===== src/rtl/alu_pipe_if.sv =====
// alu_pipe handshake bundle: operand/op request
// channel and result/flag response channel.
interface alu_pipe_if #(
  parameter int WIDTH = 32
) ();

  logic             in_valid;
  logic             in_ready;
  logic [3:0]       op;
  logic [WIDTH-1:0] a;
  logic [WIDTH-1:0] b;
  logic             out_valid;
  logic             out_ready;
  logic [WIDTH-1:0] result;
  logic             zero;
  logic             overflow;

  modport master (
    output in_valid,
    output op,
    output a,
    output b,
    output out_ready,
    input  in_ready,
    input  out_valid,
    input  result,
    input  zero,
    input  overflow
  );

  modport slave (
    input  in_valid,
    input  op,
    input  a,
    input  b,
    input  out_ready,
    output in_ready,
    output out_valid,
    output result,
    output zero,
    output overflow
  );

endinterface


===== src/rtl/alu_pipe.sv =====
// Registered EX-stage ALU: logic/arith/shift ops in one
// cycle, shift-add MUL over WIDTH cycles, valid/ready I/O.
module alu_pipe #(
  parameter int WIDTH  = 32,
  parameter int MUL_EN = 1
) (
  input  logic       clk,
  input  logic       rst,
  alu_pipe_if.slave  bus
);

  localparam int SW  = $clog2(WIDTH);
  localparam int MSB = WIDTH - 1;

  localparam logic [3:0] OP_AND = 4'b0000;
  localparam logic [3:0] OP_OR  = 4'b0001;
  localparam logic [3:0] OP_ADD = 4'b0010;
  localparam logic [3:0] OP_SUB = 4'b0110;
  localparam logic [3:0] OP_SLT = 4'b0111;
  localparam logic [3:0] OP_SLL = 4'b1000;
  localparam logic [3:0] OP_SRL = 4'b1001;
  localparam logic [3:0] OP_SRA = 4'b1010;
  localparam logic [3:0] OP_MUL = 4'b1011;
  localparam logic [3:0] OP_NOR = 4'b1100;

  localparam logic [SW-1:0] LAST =
    SW'(WIDTH - 1);

  typedef enum logic [1:0] {
    S_IDLE,
    S_MUL,
    S_HOLD
  } state_t;

  state_t           r_state;
  logic             r_out_valid;
  logic [WIDTH-1:0] r_result;
  logic             r_zero;
  logic             r_ovf;
  logic [SW-1:0]    r_cnt;
  logic [WIDTH-1:0] r_acc;
  logic [WIDTH-1:0] r_mcand;
  logic [WIDTH-1:0] r_mplier;

  logic             w_d_and;
  logic             w_d_or;
  logic             w_d_add;
  logic             w_d_sub;
  logic             w_d_slt;
  logic             w_d_sll;
  logic             w_d_srl;
  logic             w_d_sra;
  logic             w_d_nor;
  logic             w_is_mul;
  logic             w_neg_b;
  logic [WIDTH-1:0] w_bx;
  logic [WIDTH-1:0] w_sum;
  logic             w_sv;
  logic [SW-1:0]    w_sh;
  logic [WIDTH-1:0] w_res;
  logic             w_ovf;
  logic [WIDTH-1:0] w_acc_nx;
  logic             w_in_ready;
  logic             w_in_xfer;
  logic             w_out_xfer;

  assign w_d_and = (bus.op == OP_AND);
  assign w_d_or  = (bus.op == OP_OR);
  assign w_d_add = (bus.op == OP_ADD);
  assign w_d_sub = (bus.op == OP_SUB);
  assign w_d_slt = (bus.op == OP_SLT);
  assign w_d_sll = (bus.op == OP_SLL);
  assign w_d_srl = (bus.op == OP_SRL);
  assign w_d_sra = (bus.op == OP_SRA);
  assign w_d_nor = (bus.op == OP_NOR);

  // with MUL disabled the code decodes as undefined
  assign w_is_mul = (MUL_EN != 0)
                  && (bus.op == OP_MUL);

  // SLT reuses the subtractor: a + ~b + 1
  assign w_neg_b = w_d_sub || w_d_slt;
  assign w_bx    = w_neg_b ? ~bus.b : bus.b;
  assign w_sum   = bus.a + w_bx
                 + WIDTH'(w_neg_b);

  assign w_sv = (bus.a[MSB] == w_bx[MSB])
             && (w_sum[MSB] != bus.a[MSB]);

  assign w_sh = bus.b[SW-1:0];

  assign w_acc_nx = r_mplier[0]
                  ? r_acc + r_mcand
                  : r_acc;

  assign w_out_xfer = r_out_valid
                   && bus.out_ready;
  assign w_in_ready = (r_state == S_IDLE)
                   && (!r_out_valid
                       || bus.out_ready);
  assign w_in_xfer  = bus.in_valid
                   && w_in_ready;

  // single-cycle result and overflow select
  always_comb begin
    w_res = '0;
    w_ovf = 1'b0;
    unique case (1'b1)
      w_d_and: w_res = bus.a & bus.b;
      w_d_or:  w_res = bus.a | bus.b;
      w_d_add: begin
        w_res = w_sum;
        w_ovf = w_sv;
      end
      w_d_sub: begin
        w_res = w_sum;
        w_ovf = w_sv;
      end
      w_d_slt: begin
        w_res = WIDTH'(w_sum[MSB] ^ w_sv);
      end
      w_d_sll: w_res = bus.a << w_sh;
      w_d_srl: w_res = bus.a >> w_sh;
      w_d_sra: begin
        w_res = $unsigned(
          $signed(bus.a) >>> w_sh);
      end
      w_d_nor: w_res = ~(bus.a | bus.b);
      default: w_res = '0;
    endcase
  end

  // control FSM plus registered result/flags
  always_ff @(posedge clk) begin
    if (rst) begin
      r_state     <= S_IDLE;
      r_out_valid <= 1'b0;
      r_result    <= '0;
      r_zero      <= 1'b1;
      r_ovf       <= 1'b0;
      r_cnt       <= '0;
      r_acc       <= '0;
      r_mcand     <= '0;
      r_mplier    <= '0;
    end else begin
      unique case (r_state)
        S_IDLE: begin
          if (w_out_xfer) begin
            r_out_valid <= 1'b0;
          end
          if (w_in_xfer && w_is_mul) begin
            r_mcand  <= bus.a;
            r_mplier <= bus.b;
            r_acc    <= '0;
            r_cnt    <= '0;
            r_state  <= S_MUL;
          end else if (w_in_xfer) begin
            r_result    <= w_res;
            r_zero      <= (w_res == '0);
            r_ovf       <= w_ovf;
            r_out_valid <= 1'b1;
          end
        end
        S_MUL: begin
          r_acc    <= w_acc_nx;
          r_mcand  <= r_mcand << 1;
          r_mplier <= r_mplier >> 1;
          r_cnt    <= r_cnt + 1'b1;
          if (r_cnt == LAST) begin
            r_result    <= w_acc_nx;
            r_zero      <= (w_acc_nx == '0);
            r_ovf       <= 1'b0;
            r_out_valid <= 1'b1;
            r_state     <= S_HOLD;
          end
        end
        S_HOLD: begin
          if (w_out_xfer) begin
            r_out_valid <= 1'b0;
            r_state     <= S_IDLE;
          end
        end
        default: begin
          r_state <= S_IDLE;
        end
      endcase
    end
  end

  assign bus.in_ready  = w_in_ready;
  assign bus.out_valid = r_out_valid;
  assign bus.result    = r_result;
  assign bus.zero      = r_zero;
  assign bus.overflow  = r_ovf;

endmodule


===== src/flat_wrapper.sv =====
// flat-port wrapper written by rule: the top's interface ports become plain ports
module alu_pipe_flat 
#(
  parameter int WIDTH  = 32,
  parameter int MUL_EN = 1
)
  (clk, rst, bus_in_valid, bus_op, bus_a, bus_b, bus_out_ready, bus_in_ready, bus_out_valid, bus_result, bus_zero, bus_overflow);
  alu_pipe_if #(.WIDTH(WIDTH)) bus_i ();
  input  logic clk;
  input  logic rst;
  input wire logic [$bits(bus_i.in_valid)-1:0] bus_in_valid;
  input wire logic [$bits(bus_i.op)-1:0] bus_op;
  input wire logic [$bits(bus_i.a)-1:0] bus_a;
  input wire logic [$bits(bus_i.b)-1:0] bus_b;
  input wire logic [$bits(bus_i.out_ready)-1:0] bus_out_ready;
  output wire logic [$bits(bus_i.in_ready)-1:0] bus_in_ready;
  output wire logic [$bits(bus_i.out_valid)-1:0] bus_out_valid;
  output wire logic [$bits(bus_i.result)-1:0] bus_result;
  output wire logic [$bits(bus_i.zero)-1:0] bus_zero;
  output wire logic [$bits(bus_i.overflow)-1:0] bus_overflow;
  assign bus_i.in_valid = bus_in_valid;
  assign bus_i.op = bus_op;
  assign bus_i.a = bus_a;
  assign bus_i.b = bus_b;
  assign bus_i.out_ready = bus_out_ready;
  assign bus_in_ready = bus_i.in_ready;
  assign bus_out_valid = bus_i.out_valid;
  assign bus_result = bus_i.result;
  assign bus_zero = bus_i.zero;
  assign bus_overflow = bus_i.overflow;
  alu_pipe #(.WIDTH(WIDTH), .MUL_EN(MUL_EN)) u_core (.clk(clk), .rst(rst), .bus(bus_i));
endmodule

===== config.mk =====
export PLATFORM = sky130hd
export DESIGN_NAME = alu_pipe_flat
export DESIGN_NICKNAME = d
export VERILOG_FILES = /design/src/rtl/alu_pipe_if.sv /design/src/rtl/alu_pipe.sv /design/src/flat_wrapper.sv
export SDC_FILE = /design/constraint.sdc
export NUM_CORES = 1
export LEC_CHECK = 0
export ABC_CLOCK_PERIOD_IN_PS = 6000
export CORE_MARGIN = 8
export CORE_UTILIZATION = 49
export CTS_BUF_LIST = sky130_fd_sc_hd__clkbuf_4
export DETAILED_ROUTE_END_ITERATION = 7
export GPL_TIMING_DRIVEN = 0
export MAX_ROUTING_LAYER = met4
export PLACE_DENSITY = 0.76
export SLEW_MARGIN = 10
export SYNTH_ARGS = -nofsm -noshare
export SYNTH_HDL_FRONTEND = slang
export SYNTH_SLANG_ARGS = --single-unit
export TNS_END_PERCENT = 10

===== constraint.sdc =====
create_clock -name clk -period 6 [get_ports clk]
set_input_delay 1.2 -clock clk [delete_from_list [all_inputs] [get_ports clk]]
set_output_delay 1.2 -clock clk [all_outputs]
set_load 0.02 [all_outputs]

==> metrics.txt, run 1 <==
fin crit share=1.01; Worst Setup Start Kind=primary input; CP max stage delay=0.52 ns; Compound-Gate Fraction of Synth Area=0.273; hold slack=around 0.47 ns; most frequent cells in the layout=nor2_1 (252), nand2_1 (185), a21oi_1 (159), dfxtp_1 (138), mux2i_1 (134); IO Port Bufs=about 100; Synth Flop Type=dfxtp_1; DRT Wirelength=approximately 80000 µm; io pins=roughly 110; hold buffers post-CTS=0; number of global-route vias before repair=between 15000 and 20000; total CTS buffers=17; Initial Utilization=0.493; gr usage total=0.417; Core Region=31200 µm²; Peak supply drop=145 µV; Final WS setup=-0.0558 ns; FMAX=165 MHz; post-synthesis simple-gate area fraction=0.208; Yosys cell types=90; Pre-antenna DRT Iters=8; starting DRC count in detailed routing=3210; Post-DRT Antenna Nets=0; GP Congestion=1.18; Clock Latency Late Sink=0.64 ns; dpl hpwl=62500 µm; chip height=between 150 and 200 µm; Mapped Cells=around 2000; largest family of logic cells by synthesized area=compound AO/OA/AOI/OAI gates; Worst EP arrival=6.64 ns; Slew HR=0.147; setup TNS=-0.0558 ns; hold crit path type=flop to flop; die area=37400 µm²; Syn. warnings=0; Final Setup Violations=1; layout cell share with drive strength beyond 1=0.0788; cells along the critical path=clkdlybuf4s50_1 > clkbuf_4 > buf_4 > buf_2 > clkbuf_4 > clkbuf_4 > xnor2_1 > ha_1 > nand2b_1 > a211oi_4 > o2111ai_2 > mux2_2 > o2111ai_1 > nor4_2 > nand4b_1 > or4_1 > nor4_1 > nand4b_1 > nand3_1; Post-synth EDFFs=0; synthesized cell area=between 15000 and 20000 µm²; Mapped Nets=about 2200; critical path peak fanout=10; Synth Area in Adders=0.0754; gr ovfl total=0; Crit-path slowest cell=clkdlybuf4s50_1; Synth-to-Final Area Change=12.9%; Longest Clk Path Bufs=2; synthesized flop and latch total=between 100 and 150; Setup Crit Path Kind=primary input to flop; Die Span X=193 µm; Critical Path RT=6.58 ns; initial antenna violation count=5; per-cell routed wire length=30.9 µm; pwr/cell area=around 190 nW/µm²; commonest non-fill, non-tap cell in the layout=nor2_1; Synth Area per Inst=7.63 µm²; Vias/cell=7.26; TritonCTS clock tree=yes; first-pass GRT wire length=115000 µm; Sink Count=138; Final Hold Viols=0; Max Cap Viol=0; Top cell by count, worst path=clkbuf_4; asr flop ratio synth=0; Worst Max-Slew Pin Slew=1.26 ns; nets=between 2000 and 2500; Std-Cell Rows=65; largest net degree at the start of global routing=29; DRC violations left=3; post-synthesis sequential area ratio=0.179; fin crit period=6.06 ns; violated checks=DRC, setup timing; Vias=18600; status=finished with violations; CTS root buf=clkbuf_4; Finished Core Util=0.557; Crit path max-delay family=buffers and inverters; Clock Pin Slew Worst Setup and Hold Paths=0.14 ns; Bufs and invs on worst path=6; H-tree Lvls=4; fin. max-slew vios=0; post-synthesis xor/xnor area fraction=0.0409; CP endpoint kind=flop; leakage=approximately 6.3 nW; clk_skew=between 0.03 and 0.04 ns; post-synthesis mux area share=0.170
what timing repair did:
action / CTS / global route
pin swaps: 1 / 2
cloned: 0 / 0
buffers inserted: 1 / 4
gates resized for setup: 28 / 18
setup endpoints to repair: 31 / 3
flip-flops by register name, summed over array words and instances (netlist names):
name,count
u_core.bus.out_valid,1
u_core.bus.overflow,1
u_core.bus.result,32
u_core.bus.zero,1
u_core.r_acc,32
u_core.r_cnt,5
u_core.r_mcand,32
u_core.r_mplier,32
u_core.r_state,2
cells in the mapped netlist, types with 32 or more instances:
cell type / n / area share
nor2_1: 252 / 0.061
nand2_1: 185 / 0.045
a21oi_1: 159 / 0.052
clkbuf_1: 138 / 0.034
dfxtp_1: 138 / 0.18
mux2i_1: 134 / 0.087
a211oi_1: 91 / 0.044
o21ai_0: 74 / 0.024
ha_1: 72 / 0.058
xnor2_1: 54 / 0.031
mux4_2: 46 / 0.067
nor3_1: 44 / 0.014
a21o_1: 32 / 0.016
nand3_1: 32 / 0.010
layer usage:
layer | part of all wire | global-route usage | vias to the layer above
met1 | 0.38 | 0.505 | 8877
met5 | 0 | - | -
met3 | 0.15 | 0.154 | 352
li1 | - | - | 7894
met2 | 0.41 | 0.591 | 1499
met4 | 0.070 | 0.233 | 0
worst register-to-register path: stages, from the launching register on:
cell and delay (ns):
dfxtp_1 0.42, ha_1 0.32, fa_1 0.45, a211oi_1 0.51, o21bai_1 0.19, a31oi_1 0.34, mux2i_1 0.20, a211oi_1 0.60
nand2_1 0.10, or4_1 0.51, nor4b_1 0.38, nand4_1 0.19, or4_1 0.48, nand3_1 0.10
cell type report:
cell class | count | area, µm²
diodes | 8 | 20.0
plain buffers | 177 | 746
clock buffers | 19 | 143
clock inverters | 13 | 145
fillers | 3003 | 13800
inverters | 27 | 101
multi-input cells | 1672 | 11900
flip-flops and latches | 138 | 2760
well taps | 402 | 503
repair buffers | 110 | 1090
stage by stage:
step	instance area [µm²]	worst slack [ns]	std cells	total power [mW]
6_report	17400	-0.0558	2566	3.26
5_1_grt	17400	-0.000669	2565	3.36
4_1_cts	17300	0.00592	2556	3.18
3_5_place_dp	17000	-2.70	2527	2.50
3_3_place_gp	16900	-2.65	2526	2.49
2_1_floorplan	15400	0.198	2020	1.95
worst paths after layout:
| check | startpoint | endpoint | slack, ns | cells past startpoint |
|---|---|---|---|---|
| worst max-delay path | bus_b[2] | u_core.bus.zero | -0.06 | 19 |
| worst min-delay path | u_core.bus.result[6] | u_core.bus.result[6] | 0.47 | 2 |
| worst max register to register | u_core.r_mcand[0] | u_core.bus.zero | 1.16 | 13 |
| worst min register to register | u_core.bus.result[6] | u_core.bus.result[6] | 0.47 | 2 |
logic make-up after synthesis:
kind of cell,Yosys count
AO/OA/AOI/OAI,622
buffers and inverters,210
adder cells (fa/ha/maj),96
flip-flops,138
XOR/XNOR,72
multiplexers,202
AND/OR/NAND/NOR,680
power by group:
group	switching (mW)	total (mW)	leakage, nW	internal, mW
clock network	0.419	0.680	0.155	0.261
registers	0.0434	1.01	1.12	0.969
logic	1.02	1.57	4.98	0.552
(Power assumes the default switching activity.)
==> run 2: changes to the inputs <==
--- a/config.mk
+++ b/config.mk
@@ -6,11 +6,12 @@
 export NUM_CORES = 1
 export LEC_CHECK = 0
 export ABC_CLOCK_PERIOD_IN_PS = 6000
+export CORE_ASPECT_RATIO = 1.4
 export CORE_MARGIN = 8
 export CORE_UTILIZATION = 49
 export CTS_BUF_LIST = sky130_fd_sc_hd__clkbuf_4
+export CTS_CLUSTER_DIAMETER = 200
 export DETAILED_ROUTE_END_ITERATION = 7
-export GPL_TIMING_DRIVEN = 0
 export MAX_ROUTING_LAYER = met4
 export PLACE_DENSITY = 0.76
 export SLEW_MARGIN = 10
==> metrics.txt, run 2 (same netlist as run 1, synthesis figures left out) <==
status=finished, final reports clean (was finished with violations); Vias=18000 (was 18600); Longest Clk Path Bufs=2 (unchanged); Cell Area, Placed=17400 µm² (was 17000 µm²); CTS root buf=clkbuf_4 (unchanged); Clock Pin Slew Worst Setup and Hold Paths=0.14 ns (about the same); critical path peak fanout=4 (was 10); Post-CTS Setup Bufs=0 (was 1); Peak supply drop=113 µV (was 145 µV); Max Cap Viol=0 (unchanged); DRT Wirelength=76600 µm (was 79300 µm); most frequent cells in the layout=nor2_1 (251), nand2_1 (185), a21oi_1 (158), dfxtp_1 (137) (was nor2_1 (252), nand2_1 (185), a21oi_1 (159), dfxtp_1 (138), mux2i_1 (134)); per-cell routed wire length=30.5 µm (was 30.9 µm); gr usage total=0.407 (was 0.417); nets=2246 (was 2289); commonest non-fill, non-tap cell in the layout=nor2_1 (unchanged); Finished Core Util=0.566 (was 0.557); IO Port Bufs=107 (was 104); Synth-to-Final Area Change=15.0% (was 12.9%); Final Instance Area=17700 µm² (was 17400 µm²); post-CTS sizing=0 (was 28); setup TNS=0 ns (was -0.0558 ns); total CTS buffers=17 (unchanged); cells along the critical path=clkdlybuf4s50_1 > nand3b_1 > xnor2_1 > inv_1 > fa_1 > xnor2_1 > a32oi_1 > o21ai_0 > a21oi_1 > or4b_1 > nor4_1 > buf_4 > nand4b_1 > or4_1 > nor4_1 > nand4b_1 > nand3_1 (was clkdlybuf4s50_1 > clkbuf_4 > buf_4 > buf_2 > clkbuf_4 > clkbuf_4 > xnor2_1 > ha_1 > nand2b_1 > a211oi_4 > o2111ai_2 > mux2_2 > o2111ai_1 > nor4_2 > nand4b_1 > or4_1 > nor4_1 > nand4b_1 > nand3_1); Crit-path slowest cell=or4b_1 (was clkdlybuf4s50_1); gr ovfl total=0 (unchanged); Crit path max-delay family=simple AND/OR/NAND/NOR gates (was buffers and inverters); Critical Path RT=6.57 ns (was 6.58 ns); Final Hold Viols=0 (unchanged); Worst Max-Slew Pin Slew=1.23 ns (was 1.26 ns); DRC violations left=0 (was 3); fin crit share=0.874 (was 1.01); Placement Setup Slack=0.299 ns (was -2.70 ns); starting DRC count in detailed routing=2527 (was 3210); hold crit path type=flop to flop (unchanged); die area=37400 µm² (about the same); Vias/cell=7.15 (was 7.26); first-pass GRT wire length=111000 µm (was 115000 µm); hold buffers post-CTS=0 (unchanged); dpl hpwl=59200 µm (was 62500 µm); CP max stage delay=0.58 ns (was 0.52 ns); io pins=108 (unchanged); largest net degree at the start of global routing=90 (was 29); fin. max-slew vios=0 (unchanged); Setup Crit Path Kind=primary input to flop (unchanged); Final Setup Violations=0 (was 1); Std-Cell Rows=77 (was 65); hold slack=0.460 ns (was 0.467 ns); layout cell share with drive strength beyond 1=0.131 (was 0.0788); H-tree Lvls=4 (unchanged); number of global-route vias before repair=17300 (about the same); clk_skew=0.0340 ns (was 0.0376 ns); chip height=226 µm (was 193 µm); RSZ-0062 raised after global routing=false; Clock Latency Late Sink=0.64 ns (about the same); Die Span X=166 µm (was 193 µm); initial antenna violation count=5 (unchanged); fin crit period=5.24 ns (was 6.06 ns); Bufs and invs on worst path=3 (was 6); Final WS setup=0.755 ns (was -0.0558 ns); Pre-antenna DRT Iters=7 (was 8); Initial Utilization=0.492 (was 0.493); GP Congestion=1.10 (was 1.18); Worst Setup Start Kind=primary input (unchanged); TritonCTS clock tree=yes (unchanged); Post-DRT Antenna Nets=0 (unchanged); pwr/cell area=186 nW/µm² (was 188 nW/µm²); CP endpoint kind=flop (unchanged); leakage=6.63 nW (was 6.25 nW); Core Region=31300 µm² (was 31200 µm²); Worst EP arrival=5.82 ns (was 6.64 ns); Slew HR=0.173 (was 0.147); Sink Count=138 (unchanged); FMAX=191 MHz (was 165 MHz)
[run 2: cell types whose count changed in the layout (fill, tap and decap cells not counted), moves of 5 or more]
cell	previous run	this run
clkbuf_1	124	0
buf_4	11	134
buf_1	23	0
buf_2	10	3
clkbuf_2	7	0
clkbuf_4	24	17
buf_12	0	5
inv_8	1	6
[run 2: per-stage QoR]
| step | total power [mW] | instances |
|---|---|---|
| after floorplan | 1.95 | 2020 |
| after global placement | 2.56 | 2475 |
| after detailed placement | 2.58 | 2475 |
| after CTS | 3.25 | 2507 |
| after global routing | 3.41 | 2513 |
| final | 3.30 | 2513 |
[run 2: worst paths after layout]
kind / start / to / slack [ns] / cells after the start
setup reg to reg: u_core.r_mcand[0] / u_core.bus.zero / 1.28 / 13
hold / removal: u_core.bus.result[15] / u_core.bus.result[15] / 0.46 / 2
setup / recovery: bus_op[3] / u_core.bus.zero / 0.76 / 17
hold reg to reg: u_core.bus.result[15] / u_core.bus.result[15] / 0.46 / 2
[run 2: final cells by class]
| class | count | area [µm²] |
|---|---|---|
| fill | 2920 | 13600 |
| sequential | 138 | 2760 |
| antenna | 5 | 12.5 |
| timing repair buffer | 244 | 2140 |
| inverter | 27 | 101 |
| clock inverter | 15 | 173 |
| clock buffer | 17 | 128 |
| tap | 395 | 494 |
| multi-input combinational | 1672 | 11900 |
[run 2: worst reg2reg max path, cell delays in order, from the launching register on]
cell and delay [ns]:
dfxtp_1 0.46, ha_1 0.30, fa_1 0.44, a211oi_1 0.43, o21ai_1 0.17, a31oi_1 0.56, xnor2_1 0.13, mux2i_1 0.33
nand2_1 0.11, or4_1 0.59, nor4b_1 0.41, nand4_1 0.15, or4_1 0.47, nand3_1 0.11
[run 2: report_power, final]
group | internal (mW) | leakage, nW | switching (mW)
Sequential | 0.970 | 1.12 | 0.0431
Combinational | 0.601 | 5.36 | 1.01
Clock | 0.230 | 0.158 | 0.452
[run 2: layer usage]
layer | up-vias | GRT usage | part of all wire
li1 | 7789 | - | -
met1 | 8666 | 0.437 | 0.36
met2 | 1165 | 0.661 | 0.47
met3 | 355 | 0.0836 | 0.088
met4 | 0 | 0.303 | 0.085
met5 | - | - | 0
